<file path="src/rtl/armbus_pkg.sv">
// Shared constants and types for the ARM external bus slave.
package armbus_pkg;

   localparam int unsigned DATA_W_DEF      = 16;
   localparam int unsigned ADDR_W_DEF      = 4;
   localparam int unsigned DEPTH_DEF       = 8;
   localparam int unsigned SYNC_STAGES_DEF = 2;

   // Level of every bus strobe when the ARM side is idle (active-low strobes).
   localparam logic BUS_IDLE = 1'b1;

   // Width of the optional accepted-write counter.
   localparam int unsigned WRCNT_W = 16;

   // Bus strobes grouped so they travel through one synchroniser together.
   typedef struct packed {
      logic ce_n;
      logic we_n;
      logic oe_n;
   } strobe_t;

endpackage

</file>
<file path="src/rtl/armbus_sync.sv">
// Multi-flop synchroniser with a history flop for edge detection.
// All flops reset to the bus-idle level so no edge is seen coming out of reset.
module armbus_sync
   import armbus_pkg::*;
#(
   parameter int unsigned W      = 1,
   parameter int unsigned STAGES = SYNC_STAGES_DEF
) (
   input  logic         clock,
   input  logic         reset,
   input  logic [W-1:0] i_d,
   output logic [W-1:0] o_level,
   output logic [W-1:0] o_rise_c,
   output logic [W-1:0] o_fall_c
);

   localparam int unsigned CHAIN_W = STAGES * W;

   logic [CHAIN_W-1:0] r_chain;
   logic [W-1:0]       r_hist;

   // Shift the pins through the synchroniser chain; oldest stage sits at the top.
   always_ff @(posedge clock) begin
      if (reset) begin
         r_chain <= {CHAIN_W{BUS_IDLE}};
         r_hist  <= {W{BUS_IDLE}};
      end else begin
         r_chain <= {r_chain[CHAIN_W-W-1:0], i_d};
         r_hist  <= r_chain[CHAIN_W-1 -: W];
      end
   end

   assign o_level  = r_chain[CHAIN_W-1 -: W];
   assign o_rise_c = o_level & ~r_hist;
   assign o_fall_c = ~o_level & r_hist;

endmodule

</file>
<file path="src/rtl/armbus_slave.sv">
// ARM external asynchronous bus slave: DEPTH-word register file written on the
// synchronised WE rising edge, with a registered read-back path.
// Optional feature macro: ARMBUS_WRCNT_EN adds a 16-bit accepted-write counter
// readable at address DEPTH.
module armbus_slave
   import armbus_pkg::*;
#(
   parameter int unsigned DATA_W      = DATA_W_DEF,
   parameter int unsigned ADDR_W      = ADDR_W_DEF,
   parameter int unsigned DEPTH       = DEPTH_DEF,
   parameter int unsigned SYNC_STAGES = SYNC_STAGES_DEF
) (
   input  logic                     clock,
   input  logic                     reset,
   input  logic                     bus_ce_n,
   input  logic                     bus_we_n,
   input  logic                     bus_oe_n,
   input  logic [ADDR_W-1:0]        bus_addr_i,
   input  logic [DATA_W-1:0]        bus_data_i,
   output logic [DATA_W-1:0]        bus_data_o,
   output logic                     bus_data_oe,
   output logic [DEPTH*DATA_W-1:0]  reg_q,
   output logic                     wr_pulse,
   output logic [ADDR_W-1:0]        wr_addr
);

   localparam int unsigned       IDX_W   = (DEPTH > 1) ? $clog2(DEPTH) : 1;
   localparam int unsigned       STB_W   = $bits(strobe_t);
   localparam int unsigned       AD_W    = ADDR_W + DATA_W;
   localparam logic [ADDR_W-1:0] DEPTH_A = ADDR_W'(DEPTH);

   strobe_t            w_stb_pins;
   strobe_t            w_stb_level;
   strobe_t            w_stb_rise_c;
   strobe_t            w_stb_fall_c;
   logic [AD_W-1:0]    w_ad_pins;
   logic [AD_W-1:0]    w_ad_level;
   logic [AD_W-1:0]    w_ad_rise_c;
   logic [AD_W-1:0]    w_ad_fall_c;
   logic [ADDR_W-1:0]  w_addr;
   logic [DATA_W-1:0]  w_data;
   logic [IDX_W-1:0]   w_idx;
   logic               w_addr_ok;
   logic               w_wr_accept;
   logic [DATA_W-1:0]  w_rd_data;
   logic               w_unused;

   logic [DEPTH-1:0][DATA_W-1:0] r_regs;
   logic [DATA_W-1:0]            r_data_o;
   logic                         r_data_oe;
   logic                         r_wr_pulse;
   logic [ADDR_W-1:0]            r_wr_addr;

   assign w_stb_pins = {bus_ce_n, bus_we_n, bus_oe_n};
   assign w_ad_pins  = {bus_addr_i, bus_data_i};

   // Strobes: synchronised levels plus WE rising edge.
   armbus_sync #(
      .W      (STB_W),
      .STAGES (SYNC_STAGES)
   ) u_sync_stb (
      .clock    (clock),
      .reset    (reset),
      .i_d      (w_stb_pins),
      .o_level  (w_stb_level),
      .o_rise_c (w_stb_rise_c),
      .o_fall_c (w_stb_fall_c)
   );

   // Address and data go through the same depth so they line up with the strobes.
   armbus_sync #(
      .W      (AD_W),
      .STAGES (SYNC_STAGES)
   ) u_sync_ad (
      .clock    (clock),
      .reset    (reset),
      .i_d      (w_ad_pins),
      .o_level  (w_ad_level),
      .o_rise_c (w_ad_rise_c),
      .o_fall_c (w_ad_fall_c)
   );

   assign w_addr      = w_ad_level[AD_W-1 -: ADDR_W];
   assign w_data      = w_ad_level[DATA_W-1:0];
   assign w_idx       = IDX_W'(w_addr);
   assign w_addr_ok   = (w_addr < DEPTH_A);
   assign w_wr_accept = w_stb_rise_c.we_n & ~w_stb_level.ce_n & w_addr_ok;

   // Only the WE rising edge is consumed; the other edge outputs are spare.
   assign w_unused = ^{w_stb_rise_c.ce_n, w_stb_rise_c.oe_n, w_stb_fall_c,
                       w_ad_rise_c, w_ad_fall_c};

`ifdef ARMBUS_WRCNT_EN
   logic [WRCNT_W-1:0] r_wrcnt;

   // Count every accepted write; wraps naturally at the counter width.
   always_ff @(posedge clock) begin
      if (reset) begin
         r_wrcnt <= '0;
      end else if (w_wr_accept) begin
         r_wrcnt <= r_wrcnt + WRCNT_W'(1);
      end
   end
`endif

   // Register file write port and write-strobe reporting.
   always_ff @(posedge clock) begin
      if (reset) begin
         r_regs     <= '0;
         r_wr_pulse <= 1'b0;
         r_wr_addr  <= '0;
      end else begin
         r_wr_pulse <= w_wr_accept;
         if (w_wr_accept) begin
            r_regs[w_idx] <= w_data;
            r_wr_addr     <= w_addr;
         end
      end
   end

   // Read mux: register file, optional write counter, zero elsewhere.
   always_comb begin
      w_rd_data = '0;
      if (w_addr_ok) begin
         w_rd_data = r_regs[w_idx];
      end
`ifdef ARMBUS_WRCNT_EN
      else if (w_addr == DEPTH_A) begin
         w_rd_data = DATA_W'(r_wrcnt);
      end
`endif
   end

   // Registered read data and pad enable; WE low always blocks the drive.
   always_ff @(posedge clock) begin
      if (reset) begin
         r_data_o  <= '0;
         r_data_oe <= 1'b0;
      end else begin
         r_data_o  <= w_rd_data;
         r_data_oe <= ~w_stb_level.ce_n & ~w_stb_level.oe_n & w_stb_level.we_n;
      end
   end

   assign bus_data_o  = r_data_o;
   assign bus_data_oe = r_data_oe;
   assign reg_q       = r_regs;
   assign wr_pulse    = r_wr_pulse;
   assign wr_addr     = r_wr_addr;

endmodule

</file>
<file path="config.mk">
export PLATFORM = sky130hd
export DESIGN_NAME = armbus_slave
export DESIGN_NICKNAME = d
export VERILOG_FILES = /design/src/rtl/armbus_pkg.sv /design/src/rtl/armbus_sync.sv /design/src/rtl/armbus_slave.sv
export SDC_FILE = /design/constraint.sdc
export NUM_CORES = 1
export LEC_CHECK = 0
export ABC_AREA = 1
export CAP_MARGIN = 25
export CORE_MARGIN = 2
export CORE_UTILIZATION = 35
export DETAILED_ROUTE_END_ITERATION = 16
export GPL_TIMING_DRIVEN = 1
export MAX_ROUTING_LAYER = met4
export PLACE_DENSITY = 0.64
export SYNTH_ARGS = -nofsm -noshare
export SYNTH_HDL_FRONTEND = slang
export SYNTH_SLANG_ARGS = --single-unit
</file>
<file path="constraint.sdc">
create_clock -name clock -period 1.4 [get_ports clock]
set_clock_uncertainty 0.15 [all_clocks]
set_input_delay 0.21 -clock clock [delete_from_list [all_inputs] [get_ports clock]]
set_output_delay 0.21 -clock clock [all_outputs]
set_load 0.02 [all_outputs]
</file>
## After elaboration in Yosys (flattened, before gate mapping)

Cells that the tools add are included.

- Bits in latches: 0
- Memories kept: 0
- Flip-flop bits (word level): 198
- Output and inout port bits: 150
- Logic and storage cells: 34
- Bits in writable memories: 0
- Bits in read-only memories: 0

- Divide/modulo/power cells: 0
- Order comparisons: 3
- Bitwise logic cells: 9
- $mul: 0
- Reductions and logical operators: 2
- Equality and inequality tests: 0
- Add/subtract/negate cells: 0
- Mux-type cells: 5
- Shift-type cells: 0

Operators by type and width:

| operator | number |
|---|---|
| bitwise mux 128 bit | 1 |
| binary-select mux 16 bit (select 3 bit) | 1 |
| demux 16 bit (select 3 bit) | 1 |
| 2-to-1 mux 16 bit | 2 |
| bitwise AND 1 bit | 4 |
| < comparator 3 x 4 -> 1 bit (second input constant) | 1 |
| < comparator 4 bit (second input constant) | 1 |
| greater-or-equal comparator 3 x 1 -> 1 bit (second input constant) | 1 |
| inverter 1 bit | 3 |
| bitwise AND 2 bit | 1 |
| inverter 2 bit | 1 |
| OR reduction 2 bit | 1 |
| logical AND 1 bit | 1 |

## Logic depth before layout (Yosys ltp)

Gate-level depths: netlist of the first run.

- Depth in word-level cells: 5
- Gate-level depth with buffers: 9
- Mapped depth without buffers: 7

## Cells and area by module

A second synthesis of the first run with hierarchy kept.

- Cells, all modules: 1477
- Area, all modules: 9863.2 µm²

Modules (own cells, without submodules):

| module | area each (µm²) | instances | cells an instance |
|---|---|---|---|
| armbus_slave | 7420.9 | 1 | 1170 |
| armbus_sync (u_sync_ad) | 2134.5 | 1 | 267 |
| armbus_sync (u_sync_stb) | 307.8 | 1 | 40 |

## Least setup slack after synthesis of the first run

Ideal clock, no wire load.

- Path kind: register -> register
- Start: register u_sync_ad.r_chain[36]
- End: register r_data_o[10] (netlist: bus_data_o[10])
- Slack: -116 ps
- Buffers on the path: 3
- Library setup time: 128 ps
- Data arrival time: 1238 ps
- Stages on the path, launching flop included: 9
- Path through: dfxtp_1 -> buf_4 -> buf_2 -> buf_1 -> nand2_1 -> nand3_1 -> nand2_1 -> nor2_1 -> nor2_1

- Word-level cells in the longest chain between the ends: 3

RTL lines:

| item | line | RTL |
|---|---|---|
| from (decl) | armbus_sync.sv:19 | `logic [CHAIN_W-1:0] r_chain;` |
| from (signal assigned) | armbus_sync.sv:25 | `r_chain <= {CHAIN_W{BUS_IDLE}};` |
| from (signal assigned) | armbus_sync.sv:28 | `r_chain <= {r_chain[CHAIN_W-W-1:0], i_d};` |
| < comparator 4 bit | armbus_slave.sv:86 | `assign w_addr_ok = (w_addr < DEPTH_A);` |
| inverter 1 bit (no source line) | n/a |  |
| OR reduction 2 bit (no source line) | n/a |  |
| to (signal assigned) | armbus_slave.sv:140 | `r_data_o <= w_rd_data;` |
| to (decl) | armbus_slave.sv:49 | `logic [DATA_W-1:0] r_data_o;` |

Several ways; a longest one is shown, not always the timed one. The select of a mux whose other input is x is not followed.
A chain may end at the register's enable or synchronous reset.

## Worst setup path in the final report of the first run

- Start: register u_sync_stb.r_chain[5]
- End: register r_regs (netlist bit reg_q[36])

- Word-level cells in the longest chain between the ends: 3

RTL lines:

| item | line | RTL |
|---|---|---|
| from (decl) | armbus_sync.sv:19 |  |
| from (signal assigned) | armbus_sync.sv:25 |  |
| from (signal assigned) | armbus_sync.sv:28 |  |
| inverter 1 bit | armbus_slave.sv:87 | `assign w_wr_accept = w_stb_rise_c.we_n & ~w_stb_level.ce_n & w_addr_ok;` |
| bitwise AND 1 bit (2 in a row) | armbus_slave.sv:87 |  |
| to (signal, indexed assignment) | armbus_slave.sv:115 | `r_regs[w_idx] <= w_data;` |
| to (decl) | armbus_slave.sv:48 | `logic [DEPTH-1:0][DATA_W-1:0] r_regs;` |

Every way passes these cells.

==> qor.yml, run 1 <==
status: "finished with violations"
violations: "setup timing"
crit_path_end_kind: "register"
hold_viol_final: 0
coreArea_um2: 23500
vdd_drop_max_mv: 0.696
io_buffers: 174
overflow: 0
setup_slack_ps: -109
setup_viol: 135
crit_path_cell_trace: "inv_2, nand2_2, nor2_4, buf_12, inv_16, nor2_4, clkbuf_16, nor2_1, nor2_1"
wl_per_cell_um: 17.1
fin_util: 0.532
drive_above_1_share: 0.336
diodes: 0
grt_pass1_wl_mm: 43.9
crit_required_ps: 1630
max_freq_mhz: 663
ys_seq_elements: 197
period_needed_ps: 1510
min_path_cells: 3
antenna_found_initial: 0
grtUsageMet1: 0.275
cp_top_family: "simple AND/OR/NAND/NOR gates"
cp-startpoint: "u_sync_stb.r_chain[5]"
crit_fanout: 7
slowest_delay_ps: 330
cp_num_buf_inv: 4
clk_pin_slew_worst_paths_ps: 70
holdPathEnd: "u_sync_stb.r_hist[1]"
rsz0062_at_grt: "yes"
drcViolationCount: 0
htree_num_levels: 4
wl_mm: 31.1
slew_viol_final: 0
syn_to_final_growth_pct: 48.9
timing.rr.start: "u_sync_stb.r_chain[5]"
seq_area_um2: 3980
vias_per_cell: 4.89
fin_nets: 1515
initial_utilization: 0.357
numClockSinks: 197
grt_pass1_vias: 8062
ys_warn_count: 0
synthDistinctLibCells: 18
power.leakage_nw: 5.67
max_slew_margin: 0.796
maxCapViolations: 0
grt_util_all_layers: 0.227
row_count: 56
cts_hold_buffers: 0
start_kind: "register"
firstDrtPassIters: 5
grt.met3_usage: 0.0352
synth_area_per_cell_um2: 6.84
hpwl_mm: 20.3
dr.first_iter.drc_count: 679
dp_slack_ps: -113
gp_congestion: 0.926
n_fill_cell: 2320
worstPathArrival_ps: 1740
use_met2: 0.384
io_pins: 175
worstMarginPinSlew_ps: 304
period_share: 1.08
synthCells: 1231
clockBufferDepth: 2
p_per_area_nw_per_um2: 916
ff2ff_path_depth: 9
cts_tree: "yes"
grt-busiest-layer: "met2"
multi_input_area_um2: 4040
r2r_end: "reg_q[36]"
synth_area_um2: 8420
rrSetupSlack_ps: -110
syn-num-nets: 1256
clock_latency_ps: 440
grt_max_degree: 66
ys_seq_area_frac: 0.469
die_area_um2: 25300
dieWidth_um: 159
cts-root-buf: "clkbuf_16"
setup.worst_path.class: "register to register"
via_count: 8901
die_y_um: 159
numCtsBuffers: 17
hp-start: "reset"
hp-class: "input port to register"
cpMaxStageDelayCell: "dfxtp_2"
ant_nets: 0
[power breakdown]
group,switching [mW],total [mW],internal [mW]
combinational,0.485,0.857,0.371
sequential,0.0480,5.71,5.66
clock,2.36,4.91,2.55
[synthesized netlist by cell type, drive strengths merged]
cell,count,area share
dfxtp,197,0.47
buf,50,0.030
inv,160,0.072
or2,46,0.034
clkbuf,21,0.0094
nor4,1,0.00074
o21ai,3,0.0018
nand3,192,0.11
nand2,301,0.14
nor2,209,0.10
a21oi,51,0.030
[per-layer routing]
| metal | vias up | routed length, µm |
|---|---|---|
| met5 | - | 0 |
| met4 | 0 | 1010 |
| met3 | 62 | 1760 |
| met2 | 366 | 15400 |
| met1 | 4184 | 12900 |
| li1 | 4289 | - |
[worst register-to-register path: cells and delay by family (launching register included)]
kind,cells,cell delay [ps]
flip-flops,1,330
AND/OR/NAND/NOR,5,500
buffers and inverters,4,470
[registers in the layout, summed over array words and instances, names as in the netlist]
signal              flops
wr_pulse                1
wr_addr                 4
u_sync_stb.r_chain      6
reg_q                 128
u_sync_stb.r_hist       1
bus_data_oe             1
u_sync_ad.r_chain      40
bus_data_o             16
[cells in the final DEF (no fill, tap or decap), types with 4 or more instances in the layout]
cell | netlist | final
buf_16 | 0 | 4
clkdlybuf4s15_2 | 0 | 11
nand2_4 | 0 | 7
or2_2 | 46 | 46
clkbuf_16 | 0 | 32
buf_2 | 37 | 128
clkdlybuf4s50_1 | 0 | 23
a21oi_1 | 51 | 48
inv_1 | 151 | 147
nand2_2 | 3 | 19
nor2_4 | 11 | 26
nor2_1 | 195 | 169
clkinv_4 | 0 | 4
buf_12 | 0 | 29
dfxtp_1 | 197 | 178
dfxtp_2 | 0 | 16
inv_6 | 0 | 5
nand2_1 | 298 | 271
buf_4 | 5 | 83
nand3_2 | 0 | 33
nand2_8 | 0 | 4
inv_2 | 8 | 9
nand3_1 | 192 | 157
buf_6 | 0 | 14
nor2_2 | 3 | 14
[cell type report]
type | count | share of cell area
multi-input cells | 803 | 0.322
flip-flops and latches | 197 | 0.317
well taps | 319 | 0.0319
inverters | 160 | 0.0508
repair inverters | 1 | 0.000899
clock inverters | 13 | 0.0114
repair buffers | 310 | 0.230
clock buffers | 18 | 0.0351
[logic make-up (layout without fill, tap and decap cells)]
kind of cell	Yosys count	after routing	synth area share
AND/OR/NAND/NOR	749	749	0.388
buffers and inverters	231	502	0.111
AO/OA/AOI/OAI	54	54	0.0321
flip-flops	197	197	0.469
[per-stage QoR]
step / std cells / total power [mW] / setup TNS, ps / cell area, µm² / hold WS [ps]
2_1_floorplan: 1231 / 6.22 / -45.1 / 8480 / 164
3_3_place_gp: 1748 / 6.52 / -3360 / 11300 / 243
3_5_place_dp: 1748 / 6.52 / -5560 / 11300 / 244
4_1_cts: 1786 / 11.4 / -1510 / 11400 / 26.8
5_1_grt: 1821 / 11.8 / -16000 / 12500 / 39.3
6_report: 1821 / 11.5 / -6800 / 12500 / 27.7
[timing repair]
item                                    CTS  global route
gates cloned                              4            18
buffers inserted                          3            17
pin swaps                                 2            60
endpoints found under the setup margin  294           168
resized for setup                       627           154
[worst max path at each step]
stage | to | slack [ps] | depth (start not counted)
floorplan | bus_data_o[12] | -10 | 9
global route | reg_q[32] | -170 | 9
global placement | bus_data_o[8] | -70 | 8
detailed placement | reg_q[21] | -110 | 6
CTS | reg_q[124] | -50 | 7
finish | reg_q[36] | -110 | 9
No activity file was read; power rests on OpenSTA's default activity.
==> run 2, diff against run 1 <==
- HOLD_SLACK_MARGIN: default -> 0.15
==> run 2 against run 1 <==
Net effect:
- the run still ends with setup timing left
- non-clock buffer count rose by 1
- first-iteration DRC count rose by 6.3%
- power barely moved
- sequential power barely moved
- clock-buffer cell count did not move
- wire length fell by 0.19%
- cell area rose by 0.16%
- setup slack got worse by 5.0 ps
- sequential share of layout area fell by 0.051 points
- die area did not move
- via count rose by 0.16%
- combinational power barely moved
- highest routed layer unchanged
==> qor.yml, run 2 (synthesis results as in run 1) <==
status: "finished with violations"
violations: "setup timing"
setup.worst_path.class: "register to register"
io_buffers: 174  # unchanged
largest_reg_flops: 128  # unchanged
min_path_cells: 2  # -1
cp-endpoint: "reg_q[44]"
worstPathArrival_ps: 1740  # about the same
seq_power_share: 0.497  # about the same
clkPwrFrac: 0.428  # about the same
period_share: 1.08  # +0.00355
rsz0062_at_grt: "yes"
cp-startpoint: "u_sync_stb.r_chain[5]"
max_slew_margin: 0.794  # -0.00198
numCtsBuffers: 17  # unchanged
coreArea_um2: 23500  # unchanged
p_int_mw: 8.59  # about the same
grt_pass1_vias: 8074  # +0.15%
design_area_um2: 12500  # +0.16%
clockBufferDepth: 2  # unchanged
drive_above_1_share: 0.337  # +0.00111
grt_util_all_layers: 0.227  # about the same
power_mw: 11.5  # about the same
p_comb_frac: 0.075  # about the same
syn_to_final_growth_pct: 49.1
rrSetupSlack_ps: -110  # about the same
dr.first_iter.drc_count: 722  # +6.3%
antenna_found_initial: 0  # unchanged
worstMarginPinSlew_ps: 307  # +2.94 ps
setup_viol: 135  # unchanged
hpwl_mm: 20.3  # unchanged
seq_area_um2: 3980  # unchanged
grt_max_degree: 66  # unchanged
grt_pass1_wl_mm: 43.9  # about the same
period_needed_ps: 1510  # +4.98 ps
firstDrtPassIters: 7  # +2
vias_per_cell: 4.89  # +0.10%
row_count: 56  # unchanged
cts_tree: "yes"
n_fill_cell: 2319  # -0.043%
p_per_area_nw_per_um2: 915  # -0.12%
die_area_um2: 25300  # unchanged
overflow: 0  # unchanged
via_count: 8915  # +0.16%
htree_num_levels: 4  # unchanged
timing.rr.start: "u_sync_stb.r_chain[5]"
diodes: 0  # unchanged
maxCapViolations: 0  # unchanged
r2r_end: "reg_q[44]"
crit_fanout: 7  # unchanged
cts-root-buf: "clkbuf_16"
setup_slack_ps: -114  # -4.98 ps
crit_required_ps: 1630  # about the same
die_y_um: 159  # unchanged
dieWidth_um: 159  # unchanged
wl_mm: 31.0  # -0.19%
gp_congestion: 0.926  # unchanged
multi_input_area_um2: 4040  # +0.19%
ff2ff_path_depth: 9  # unchanged
placed_cell_area_um2: 11300  # unchanged
hold_viol_final: 0  # unchanged
wl_per_cell_um: 17.0  # -0.24%
slew_viol_final: 0  # unchanged
final_common_cell: "nand2_1"
crit_path_end_kind: "register"
numClockSinks: 197  # unchanged
drcViolationCount: 0  # unchanged
swShare: 0.252  # about the same
power.leakage_nw: 5.68  # about the same
ant_nets: 0  # unchanged
hp-start: "bus_data_i[10]"
initial_utilization: 0.357  # unchanged
clk_pin_slew_worst_paths_ps: 70  # about the same
max_freq_mhz: 661  # -0.33%
vdd_drop_max_mv: 0.696  # about the same
final_cell_mix: "270 x nand2_1, 178 x dfxtp_1, 169 x nor2_1"
hp-class: "input port to register"
start_kind: "register"
power.net_switching_mw: 2.89  # about the same
clock_latency_ps: 440  # about the same
io_pins: 175  # unchanged
final.setup.tns_ps: -6820  # -17.0 ps
fin_nets: 1516  # +0.066%
## run 2: worst min-delay path by stage
stage / endpoint / slack (ps)
after CTS: u_sync_ad.r_chain[10] / 170
after global placement: u_sync_stb.r_chain[5] / 240
after global routing: u_sync_ad.r_chain[19] / 170
after floorplan: u_sync_ad.r_chain[0] / 160
final: u_sync_ad.r_chain[10] / 170
after detailed placement: u_sync_ad.r_chain[21] / 240
## run 2: worst max-delay path, cell delays in order, from the launching register on
cell and delay, ps:
dfxtp_2 330, inv_2 50, nand2_2 50, nor2_4 120, buf_12 160, inv_16 50, nor2_4 210, clkbuf_16 200
nor2_1 40, nor2_1 80
## run 2: power by group through the flow
stage	sequential (mW)	combinational [mW]	clock, mW
detailed placement	5.84	0.683	0
global placement	5.84	0.679	0
global route	5.71	0.925	5.18
CTS	5.71	0.733	4.96
finish	5.71	0.860	4.91
floorplan	5.83	0.398	0
## run 2: final cells by class
class | instances | area share
clock buffer | 18 | 0.0350
sequential | 197 | 0.317
timing repair inverter | 1 | 0.000897
multi-input combinational | 803 | 0.322
timing repair buffer | 311 | 0.231
clock inverter | 13 | 0.0114
inverter | 160 | 0.0510
tap | 319 | 0.0318
## run 2: stage by stage
step,hold slack [ps],setup WS (ps),utilization,std cells
global placement,243,-69.8,0.478,1748
finish,171,-114,0.533,1822
CTS,166,-52.0,0.486,1787
global route,169,-165,0.533,1822
detailed placement,244,-113,0.478,1748
floorplan,164,-9.57,-,1231
## run 2: timing repair
item                                    in CTS  in global routing
gates cloned                                 4                 18
endpoints found under the setup margin     294                169
hold buffers                                 1                  0
pin swaps                                    2                 60
buffers inserted                             3                 17
endpoints found under the hold margin       54                  0
resized for setup                          627                157
## run 2: layer usage
layer	up-vias	GRT usage	wire length (µm)
li1	4291	-	-
met1	4174	0.275	12600
met2	389	0.384	15300
met3	61	0.0352	2060
met4	0	0.0810	987
met5	-	-	0
